$ cat src/rtl/psum_acc_seq_pkg.sv
// Shared types and constants for the accumulation-phase sequencer and its address generator.
// Also carries the inst bit positions so the sequencer fields can be merged into the core bus.
package core_pkg;

  typedef enum logic [2:0] {
    IDLE,
    CLR,
    READ,
    DRAIN,
    EMIT,
    FIN
  } state_t;

  localparam int ACC_BIT      = 33;
  localparam int CEN_PMEM_BIT = 32;
  localparam int WEN_PMEM_BIT = 31;
  localparam int A_PMEM_MSB   = 30;
  localparam int A_PMEM_LSB   = 20;

  localparam int KIJ_SQRT_DEF  = 3;
  localparam int ONIJ_SQRT_DEF = 4;

  function automatic int len_sq(input int side);
    return side * side;
  endfunction

  // Counter width that stays legal for a count of one.
  function automatic int cw(input int n);
    return (n > 1) ? $clog2(n) : 1;
  endfunction

  localparam int LEN_KIJ  = len_sq(KIJ_SQRT_DEF);
  localparam int LEN_ONIJ = len_sq(ONIJ_SQRT_DEF);

  function automatic logic [ACC_BIT:0] merge_pmem_fields(
    input logic [ACC_BIT:0]               inst,
    input logic                           acc,
    input logic                           cen,
    input logic                           wen,
    input logic [A_PMEM_MSB-A_PMEM_LSB:0] addr
  );
    logic [ACC_BIT:0] r;
    r                        = inst;
    r[ACC_BIT]               = acc;
    r[CEN_PMEM_BIT]          = cen;
    r[WEN_PMEM_BIT]          = wen;
    r[A_PMEM_MSB:A_PMEM_LSB] = addr;
    return r;
  endfunction

endpackage

$ cat src/rtl/psum_acc_seq_if.sv
// Control, pmem and pixel-handshake signals between the sequencer (master) and its environment.
interface psum_acc_seq_if #(
  parameter int AW = 11,
  parameter int IW = 4
);
  logic          start;
  logic          out_ready;
  logic          busy;
  logic          done;
  logic          CEN_pmem;
  logic          WEN_pmem;
  logic [AW-1:0] A_pmem;
  logic          acc;
  logic          sfp_reset;
  logic          out_valid;
  logic [IW-1:0] out_idx;

  modport master (
    input  start, out_ready,
    output busy, done, CEN_pmem, WEN_pmem, A_pmem, acc, sfp_reset, out_valid, out_idx
  );

  modport slave (
    output start, out_ready,
    input  busy, done, CEN_pmem, WEN_pmem, A_pmem, acc, sfp_reset, out_valid, out_idx
  );
endinterface

$ cat src/rtl/psum_acc_seq_addr_gen.sv
// Incremental pmem read-address generator: tracks pixel o (col and row base) and kernel position ki/kj.
// Adds only constants per step, so the read path contains no multipliers.
module psum_acc_seq_addr_gen
  import core_pkg::*;
#(
  parameter int AW         = 11,
  parameter int KIJ_SQRT   = 3,
  parameter int NIJ_SQRT   = 6,
  parameter int ONIJ_SQRT  = 4,
  parameter int KIJ_STRIDE = 37,
  parameter int ADDR_BASE  = 0,
  parameter int OW         = cw(len_sq(ONIJ_SQRT))
) (
  input  logic          clk,
  input  logic          reset,
  input  logic          clr,
  input  logic          load,
  input  logic          step,
  input  logic          next,
  output logic [AW-1:0] addr,
  output logic [OW-1:0] o,
  output logic          j_last,
  output logic          o_last
);

  localparam int KW = cw(KIJ_SQRT);
  localparam int CW = cw(ONIJ_SQRT);

  localparam logic [AW-1:0] STEP_KJ  = AW'(KIJ_STRIDE + 1);
  localparam logic [AW-1:0] STEP_KI  = AW'(KIJ_STRIDE + 1 + NIJ_SQRT - KIJ_SQRT);
  localparam logic [AW-1:0] ROW_WRAP = AW'(NIJ_SQRT - ONIJ_SQRT + 1);
  localparam logic [AW-1:0] BASE     = AW'(ADDR_BASE);
  localparam logic [KW-1:0] K_MAX    = KW'(KIJ_SQRT - 1);
  localparam logic [CW-1:0] C_MAX    = CW'(ONIJ_SQRT - 1);
  localparam logic [OW-1:0] O_MAX    = OW'(len_sq(ONIJ_SQRT) - 1);

  logic [KW-1:0] ki;
  logic [KW-1:0] kj;
  logic [CW-1:0] ocol;
  logic [AW-1:0] pix_base;

  // pix_base = orow*NIJ_SQRT + ocol, maintained alongside o.
  always_ff @(posedge clk) begin
    if (reset || clr) begin
      ki       <= '0;
      kj       <= '0;
      ocol     <= '0;
      o        <= '0;
      pix_base <= '0;
      addr     <= '0;
    end else begin
      if (load) begin
        ki   <= '0;
        kj   <= '0;
        addr <= BASE + pix_base;
      end else if (step) begin
        if (kj == K_MAX) begin
          kj   <= '0;
          ki   <= ki + 1'b1;
          addr <= addr + STEP_KI;
        end else begin
          kj   <= kj + 1'b1;
          addr <= addr + STEP_KJ;
        end
      end

      if (next) begin
        o <= o + 1'b1;
        if (ocol == C_MAX) begin
          ocol     <= '0;
          pix_base <= pix_base + ROW_WRAP;
        end else begin
          ocol     <= ocol + 1'b1;
          pix_base <= pix_base + 1'b1;
        end
      end
    end
  end

  assign j_last = (ki == K_MAX) && (kj == K_MAX);
  assign o_last = (o == O_MAX);

endmodule

$ cat src/rtl/psum_acc_seq.sv
// Accumulation sequencer: per output pixel clears the SFP, reads LEN_KIJ psums, accumulates, then
// holds the pixel on out_valid until out_ready; 12 cycles per pixel with out_ready high.
module psum_acc_seq
  import core_pkg::*;
#(
  parameter int AW         = 11,
  parameter int KIJ_SQRT   = 3,
  parameter int NIJ_SQRT   = 6,
  parameter int ONIJ_SQRT  = 4,
  parameter int KIJ_STRIDE = 37,
  parameter int ADDR_BASE  = 0
) (
  input logic            clk,
  input logic            reset,
  psum_acc_seq_if.master bus
);

  localparam int OW = cw(len_sq(ONIJ_SQRT));

  state_t state;
  state_t nxt;

  logic [AW-1:0] addr;
  logic [OW-1:0] o;
  logic          j_last;
  logic          o_last;
  logic          gen_clr;
  logic          gen_load;
  logic          gen_step;
  logic          gen_next;

  logic busy_d, done_d, cen_d, acc_d, sfp_d, valid_d;
  logic busy_q, done_q, cen_q, acc_q, sfp_q, valid_q;

  // Address and pixel counters are zeroed whenever the sequencer is (about to be) idle.
  assign gen_clr  = (state == IDLE) || (state == FIN);
  assign gen_load = (state == CLR);
  assign gen_step = (state == READ) && !j_last;
  assign gen_next = (state == EMIT) && bus.out_ready && !o_last;

  psum_acc_seq_addr_gen #(
    .AW        (AW),
    .KIJ_SQRT  (KIJ_SQRT),
    .NIJ_SQRT  (NIJ_SQRT),
    .ONIJ_SQRT (ONIJ_SQRT),
    .KIJ_STRIDE(KIJ_STRIDE),
    .ADDR_BASE (ADDR_BASE),
    .OW        (OW)
  ) u_addr_gen (
    .clk   (clk),
    .reset (reset),
    .clr   (gen_clr),
    .load  (gen_load),
    .step  (gen_step),
    .next  (gen_next),
    .addr  (addr),
    .o     (o),
    .j_last(j_last),
    .o_last(o_last)
  );

  always_ff @(posedge clk) begin
    if (reset) begin
      state   <= IDLE;
      busy_q  <= 1'b0;
      done_q  <= 1'b0;
      cen_q   <= 1'b1;
      acc_q   <= 1'b0;
      sfp_q   <= 1'b0;
      valid_q <= 1'b0;
    end else begin
      state   <= nxt;
      busy_q  <= busy_d;
      done_q  <= done_d;
      cen_q   <= cen_d;
      acc_q   <= acc_d;
      sfp_q   <= sfp_d;
      valid_q <= valid_d;
    end
  end

  always_comb begin
    nxt = state;
    unique case (state)
      IDLE:    if (bus.start) nxt = CLR;
      CLR:     nxt = READ;
      READ:    if (j_last) nxt = DRAIN;
      DRAIN:   nxt = EMIT;
      EMIT:    if (bus.out_ready) nxt = o_last ? FIN : CLR;
      FIN:     nxt = IDLE;
      default: nxt = IDLE;
    endcase
  end

  // Decoded from the next state so every control output is a flop aligned with its state.
  always_comb begin
    busy_d  = 1'b0;
    done_d  = 1'b0;
    cen_d   = 1'b1;
    acc_d   = 1'b0;
    sfp_d   = 1'b0;
    valid_d = 1'b0;
    unique case (nxt)
      CLR: begin
        busy_d = 1'b1;
        sfp_d  = 1'b1;
      end
      READ: begin
        busy_d = 1'b1;
        cen_d  = 1'b0;
        acc_d  = (state == READ);
      end
      DRAIN: begin
        busy_d = 1'b1;
        acc_d  = 1'b1;
      end
      EMIT: begin
        busy_d  = 1'b1;
        valid_d = 1'b1;
      end
      FIN:     done_d = 1'b1;
      default: ;
    endcase
  end

  assign bus.busy      = busy_q;
  assign bus.done      = done_q;
  assign bus.CEN_pmem  = cen_q;
  assign bus.WEN_pmem  = 1'b1;
  assign bus.A_pmem    = addr;
  assign bus.acc       = acc_q;
  assign bus.sfp_reset = sfp_q;
  assign bus.out_valid = valid_q;
  assign bus.out_idx   = o;

endmodule

$ cat src/flat_wrapper.sv
// flat-port wrapper written by rule: the top's interface ports become plain ports
module psum_acc_seq_flat import core_pkg::*;
#(
  parameter int AW         = 11,
  parameter int KIJ_SQRT   = 3,
  parameter int NIJ_SQRT   = 6,
  parameter int ONIJ_SQRT  = 4,
  parameter int KIJ_STRIDE = 37,
  parameter int ADDR_BASE  = 0
)
  (clk, reset, bus_start, bus_out_ready, bus_busy, bus_done, bus_CEN_pmem, bus_WEN_pmem, bus_A_pmem, bus_acc, bus_sfp_reset, bus_out_valid, bus_out_idx);
  psum_acc_seq_if #(.AW(AW), .IW(4)) bus_i ();
  input logic clk;
  input logic reset;
  input wire logic [$bits(bus_i.start)-1:0] bus_start;
  input wire logic [$bits(bus_i.out_ready)-1:0] bus_out_ready;
  output wire logic [$bits(bus_i.busy)-1:0] bus_busy;
  output wire logic [$bits(bus_i.done)-1:0] bus_done;
  output wire logic [$bits(bus_i.CEN_pmem)-1:0] bus_CEN_pmem;
  output wire logic [$bits(bus_i.WEN_pmem)-1:0] bus_WEN_pmem;
  output wire logic [$bits(bus_i.A_pmem)-1:0] bus_A_pmem;
  output wire logic [$bits(bus_i.acc)-1:0] bus_acc;
  output wire logic [$bits(bus_i.sfp_reset)-1:0] bus_sfp_reset;
  output wire logic [$bits(bus_i.out_valid)-1:0] bus_out_valid;
  output wire logic [$bits(bus_i.out_idx)-1:0] bus_out_idx;
  assign bus_i.start = bus_start;
  assign bus_i.out_ready = bus_out_ready;
  assign bus_busy = bus_i.busy;
  assign bus_done = bus_i.done;
  assign bus_CEN_pmem = bus_i.CEN_pmem;
  assign bus_WEN_pmem = bus_i.WEN_pmem;
  assign bus_A_pmem = bus_i.A_pmem;
  assign bus_acc = bus_i.acc;
  assign bus_sfp_reset = bus_i.sfp_reset;
  assign bus_out_valid = bus_i.out_valid;
  assign bus_out_idx = bus_i.out_idx;
  psum_acc_seq #(.AW(AW), .KIJ_SQRT(KIJ_SQRT), .NIJ_SQRT(NIJ_SQRT), .ONIJ_SQRT(ONIJ_SQRT), .KIJ_STRIDE(KIJ_STRIDE), .ADDR_BASE(ADDR_BASE)) u_core (.clk(clk), .reset(reset), .bus(bus_i));
endmodule
$ cat config.mk
export PLATFORM = sky130hd
export DESIGN_NAME = psum_acc_seq_flat
export DESIGN_NICKNAME = d
export VERILOG_FILES = /design/src/rtl/psum_acc_seq_pkg.sv /design/src/rtl/psum_acc_seq_if.sv /design/src/rtl/psum_acc_seq_addr_gen.sv /design/src/rtl/psum_acc_seq.sv /design/src/flat_wrapper.sv
export SDC_FILE = /design/constraint.sdc
export NUM_CORES = 1
export LEC_CHECK = 0
export CORE_MARGIN = 4
export CORE_UTILIZATION = 45
export DETAILED_ROUTE_END_ITERATION = 10
export DONT_BUFFER_PORTS = 1
export HOLD_SLACK_MARGIN = 0.08
export PLACE_DENSITY = 0.62
export SLEW_MARGIN = 5
export SYNTH_ARGS = -nofsm -noshare
export SYNTH_HDL_FRONTEND = slang
export SYNTH_SLANG_ARGS = --single-unit
$ cat constraint.sdc
create_clock -name clk -period 5.45 [get_ports clk]
set_input_delay 1.09 -clock clk [delete_from_list [all_inputs] [get_ports clk]]
set_output_delay 1.09 -clock clk [all_outputs]
set_load 0.02 [all_outputs]
### After elaboration in Yosys (flattened, before gate mapping)

Index checks and enable logic that the tools add are counted.

* register bits after elaboration: 41
* input bits: 4
* output and inout bits: 22
* word-level logic and storage cells: 65

* add/subtract/negate cells: 8
* equality and inequality tests: 14
* mux-type cells: 17
* reductions and logical operators: 13

Operators with widths (number)
* $mux W11: 4
* $add A11 B6 Y11 const B: 2
* $pmux W3 S5: 1
* $eq A3 B2 Y1 const B: 4
* $eq A3 B3 Y1 const B: 4
* $mux W3: 4
* $add A11 B1 Y11 const B: 1
* $add A11 B2 Y11 const B: 1
* $add A2 B1 Y2 const B: 3
* $eq A2 B2 Y1 const B: 3
* $eq A3 B1 Y1 const B: 2
* $mux W1: 5
* $add A4 B1 Y4 const B: 1
* $eq A4 B4 Y1 const B: 1
* $logic_and A1 B1 Y1: 4
* $mux W2: 2
* $reduce_or A4 Y1: 1
* $logic_not A3 Y1: 1
* $logic_not A1 Y1: 2
* $logic_or A1 B1 Y1: 2
* $pmux W1 S2: 1
* $reduce_and A2 Y1: 1
* $reduce_bool A2 Y1: 1
* $reduce_or A2 Y1: 1

### Logic depth before layout (Yosys ltp)

* word-level depth: 7
* gate-level depth with buffers: 8
* mapped depth without buffers: 7

### By module

Synthesis repeated with hierarchy kept, for this count alone.

* cell total of the unflattened synthesis: 242
* area, all modules: 2125.8 µm²

Modules (own cells, without submodules)
* psum_acc_seq_addr_gen: times used 1, cells each 196, area an instance 1695.4 µm², seq. area each 640.6 µm²
* psum_acc_seq: times used 1, cells each 46, area an instance 430.4 µm², seq. area each 180.2 µm²

### Worst setup path before layout

No wires, ideal clock.

* kind: input to register
* start point: input port reset
* end point: register u_core.u_addr_gen.addr[8]
* setup time: 0.127 ns
* arrival: 2.152 ns
* required time: 5.323 ns
* slack: 3.171 ns
* stages: 5
* path buffers: 2
* path through: clkbuf_1 or2_2 clkbuf_1 a21oi_1 or3_1

* cells in the longest elaborated chain, start to end: 1

Ends and longest elaborated chain
* start: declaration: RTL line flat_wrapper.sv:14 `input logic reset;`
* $logic_or A1 B1 Y1: RTL line psum_acc_seq_addr_gen.sv:44 `if (reset || clr) begin`
* end signal: assignment: RTL line psum_acc_seq_addr_gen.sv:55 `addr <= BASE + pix_base;`
* end signal: assignment: RTL line psum_acc_seq_addr_gen.sv:60 `addr <= addr + STEP_KI;`
* end signal: assignment: RTL line psum_acc_seq_addr_gen.sv:63 `addr <= addr + STEP_KJ;`
* end: declaration: RTL line psum_acc_seq_addr_gen.sv:20 `output logic [AW-1:0] addr,`

No other way between the ends.
A chain may end at the register's enable or synchronous reset.

### Final worst setup path

* start point: register u_core.state[1]
* end point: register u_core.u_addr_gen.addr[10]

* cells in the longest elaborated chain, start to end: 3
* elaborated cells between the ends (all ways): 9
* classes of those cells: eq/ne (3); mux (1); reduce/logical (5)

Ends and longest elaborated chain
* start: declaration: RTL line psum_acc_seq.sv:20 `state_t state;`
* start signal: assignment: RTL line psum_acc_seq.sv:72 `state <= nxt;`
* $eq A3 B2 Y1 (tied with other cells): RTL line psum_acc_seq.sv:38 `assign gen_step = (state == READ) && !j_last;`
* $logic_and A1 B1 Y1 / $logic_or A1 B1 Y1 (equally long branches): RTL line psum_acc_seq.sv:38, psum_acc_seq.sv:36
* $reduce_bool A2 Y1 (no source line) / $logic_or A1 B1 Y1 (equally long branches)

Parallel ways exist; a longest one is shown, timed or not.

==> reports/metrics.yaml <==
drt-total-wl_mm: 4.34
grt_use_met3_pct: 4.96
final_cell_mix: "41 x dfxtp_1, 26 x nor2_1, 25 x a21oi_1, 14 x o21ai_0, 14 x nand2_1"
clockBufferDepth: 2
p_sw_mw: 0.147
viasPerCell: 5.72
share_comb_of_total_power_pct: 7.4
die_y_microns: 76.4
grt.total_usage_pct: 15.4
synthCells: 251
wire_per_inst_microns: 14.7
antenna_found_initial: 0
htreeDepth: 2
seqPwrFrac_pct: 51.4
grt.overflow.total: 0
tns_ns: 0
reg2reg_to: "u_core.u_addr_gen.addr[10]"
hold_buffers: 0
initial_core_util_pct: 47.4
drtPass1Iterations: 4
grt-busiest-layer: "met2"
cts-root-buf: "clkbuf_8"
crit_type: "flop to flop"
finalSetupViolCount: 0
cts_tree: "done"
post-route-period-util_pct: 39.9
fp-row-count: 24
use_met1_pct: 20.1
cts_resized: 0
vias: 1694
post-dp-hpwl_mm: 3.03
gp_congestion: 0.861
met2_usage_pct: 23.8
ff2ff_setup_slack_ns: 3.27
cap_viol_max_count: 0
worst_ep_required_time_ns: 5.67
r2r-start: "u_core.state[1]"
finish.utilization_pct: 49.9
layout-drive-gt1-share_pct: 7.38
synth_ff_type: "dfxtp_1"
coreArea_sq_mm: 0.00444
period_needed_ns: 2.18
switching_share_pct: 23.9
fin_skew_ns: 0.00474
async_flop_share_pct: 0
synth_edf_count: 0
cts_sinks: 41
route.detailed.drc: 0
fin_cells: 296
p_int_mw: 0.468
hold_start: "u_core.u_addr_gen.pix_base[9]"
final_common_cell: "dfxtp_1"
cts.reportedPaths.clkPinSlew_ns: 0.08
first_iter_violations: 129
hold_depth: 2
status: "finished, final reports clean"
vdd_drop_max_uv: 117
ant_nets: 0
avgSynthCellArea_sq_um: 8.38
placed_cells: 288
rsz0062_at_grt: "no"
reg2reg_depth: 4
hp-class: "flop to flop"
p_leak_nw: 0.738
n_fill_cell: 440
ys_seq_area_share_pct: 39.0
holdWs_ns: 0.510
postCtsSetupBuffers: 0
yosys_warnings: 0
drv_slew: 0
start_kind: "flop"
numCtsBuffers: 5
synthesis.nets: 263
clk-insertion-delay-late_ns: 0.29
final_hold_viol_count: 0
die_w_microns: 76.4
grt_pass1_vias: 1501
grt_max_degree: 30
grt_pass1_wl_mm: 7.38
worstHoldEndpoint: "u_core.u_addr_gen.pix_base[9]"
ios: 26
dieArea_sq_mm: 0.00583
powerDensity_mw_per_mm2: 278
ys_ff_latch: 41
fmax_ghz: 0.460
worst_pin_slew_ns: 0.680
endpoint_kind: "flop"
netlist_area_sq_mm: 0.00210
p_total_mw: 0.615
synth.distinct_cells: 53
clkPwrFrac_pct: 41.3
antenna_cells: 0
critPathArrivalTime_ns: 2.39
layout.nets: 255
port_buffers: 0
area_growth_pct: 5.35
path_max_fanout: 14
relSlewSlack_pct: 54.6
[worst max-delay path by stage]
stage	endpoint	cells after the start	slack [ns]	start
finish	u_core.u_addr_gen.addr[10]	4	3.27	u_core.state[1]
global route	u_core.u_addr_gen.pix_base[7]	5	3.07	u_core.state[2]
CTS	u_core.u_addr_gen.pix_base[5]	5	3.27	u_core.state[2]
detailed placement	u_core.u_addr_gen.pix_base[5]	4	3.10	bus_out_ready
global placement	u_core.u_addr_gen.pix_base[5]	4	3.14	bus_out_ready
floorplan	u_core.u_addr_gen.addr[8]	5	3.17	reset
[synth_stat cells (2+ instances only)]
| library cell | count | area, sq um |
|---|---|---|
| dfxtp_1 | 41 | 821 |
| nor2_1 | 26 | 97.6 |
| a21oi_1 | 25 | 125 |
| nand2_1 | 14 | 52.6 |
| o21ai_0 | 14 | 70.1 |
| clkbuf_1 | 9 | 33.8 |
| inv_1 | 9 | 33.8 |
| or3_1 | 9 | 56.3 |
| nor3_1 | 8 | 40.0 |
| ha_1 | 7 | 87.6 |
| xnor2_1 | 7 | 61.3 |
| nand3_1 | 6 | 30.0 |
| a31oi_1 | 5 | 31.3 |
| nor2b_1 | 5 | 31.3 |
| buf_2 | 4 | 20.0 |
| xor2_1 | 4 | 35.0 |
| and4_1 | 3 | 26.3 |
| mux2i_1 | 3 | 30.0 |
| nor3b_1 | 3 | 22.5 |
| o211ai_1 | 3 | 22.5 |
| a211o_1 | 2 | 17.5 |
| a211oi_1 | 2 | 15.0 |
| a22oi_1 | 2 | 15.0 |
| a32oi_1 | 2 | 17.5 |
| and3_1 | 2 | 12.5 |
| buf_4 | 2 | 15.0 |
| nand2b_1 | 2 | 12.5 |
| nand4_1 | 2 | 12.5 |
| nor4b_1 | 2 | 17.5 |
| o21a_1 | 2 | 15.0 |
| or2_2 | 2 | 12.5 |
| or3b_2 | 2 | 17.5 |
| or4_1 | 2 | 15.0 |
[per-layer routing]
layer / up-vias / wire (microns)
met5: - / 0
met3: 6 / 232
met1: 771 / 2130
li1: 882 / -
met4: 0 / 57
met2: 35 / 1920
[logic make-up (layout without fill, tap and decap cells)]
logic type               after synthesis  after routing  synth area share, %
adder cells (fa/ha/maj)                8              8                 5.11
flip-flops                            41             41                 39.0
multiplexers                           3              3                 1.43
AO/OA/AOI/OAI                         65             65                 19.0
buffers and inverters                 25             18                 5.41
other                                  1              1                0.178
AND/OR/NAND/NOR                       97             97                 25.3
XOR/XNOR                              11             11                 4.58
[state kept, by name, summed over array words and instances, names as in the netlist, 2 cells and up]
signal / count
u_core.u_addr_gen.addr: 11
u_core.u_addr_gen.ki: 2
u_core.u_addr_gen.o: 4
u_core.u_addr_gen.ocol: 2
u_core.state: 3
u_core.u_addr_gen.kj: 2
u_core.u_addr_gen.pix_base: 11
[layout make-up]
| type | count | area, sq um | area share, % |
|---|---|---|---|
| Clock buffer | 6 | 82.6 | 3.72 |
| Clock inverter | 2 | 37.5 | 1.69 |
| Inverter | 9 | 33.8 | 1.52 |
| Multi-Input combinational cell | 185 | 1170 | 52.8 |
| Sequential cell | 41 | 821 | 37.0 |
| Tap cell | 52 | 65.1 | 2.93 |
| Timing Repair Buffer | 1 | 7.51 | 0.339 |
[power groups by stage]
stage | combinational [mW] | clock, mW | sequential, mW
final | 0.0453 | 0.254 | 0.316
after global routing | 0.0507 | 0.276 | 0.317
after CTS | 0.0454 | 0.266 | 0.316
after detailed placement | 0.0453 | 0 | 0.323
after global placement | 0.0453 | 0 | 0.323
after floorplan | 0.0431 | 0 | 0.319
[worst max-delay path, stage by stage (launching register included)]
cell and delay, ns:
dfxtp_1 0.48, or3b_1 0.52, a21o_1 0.36, or4_1 0.55, a31oi_1 0.18
[through the flow]
stage          area [sq um]  setup WS, ns
2_1_floorplan          2100          3.17
3_3_place_gp           2100          3.14
3_5_place_dp           2100          3.10
4_1_cts                2220          3.27
5_1_grt                2220          3.07
6_report               2220          3.27
Note: power is estimated with default switching activity, not from simulation.
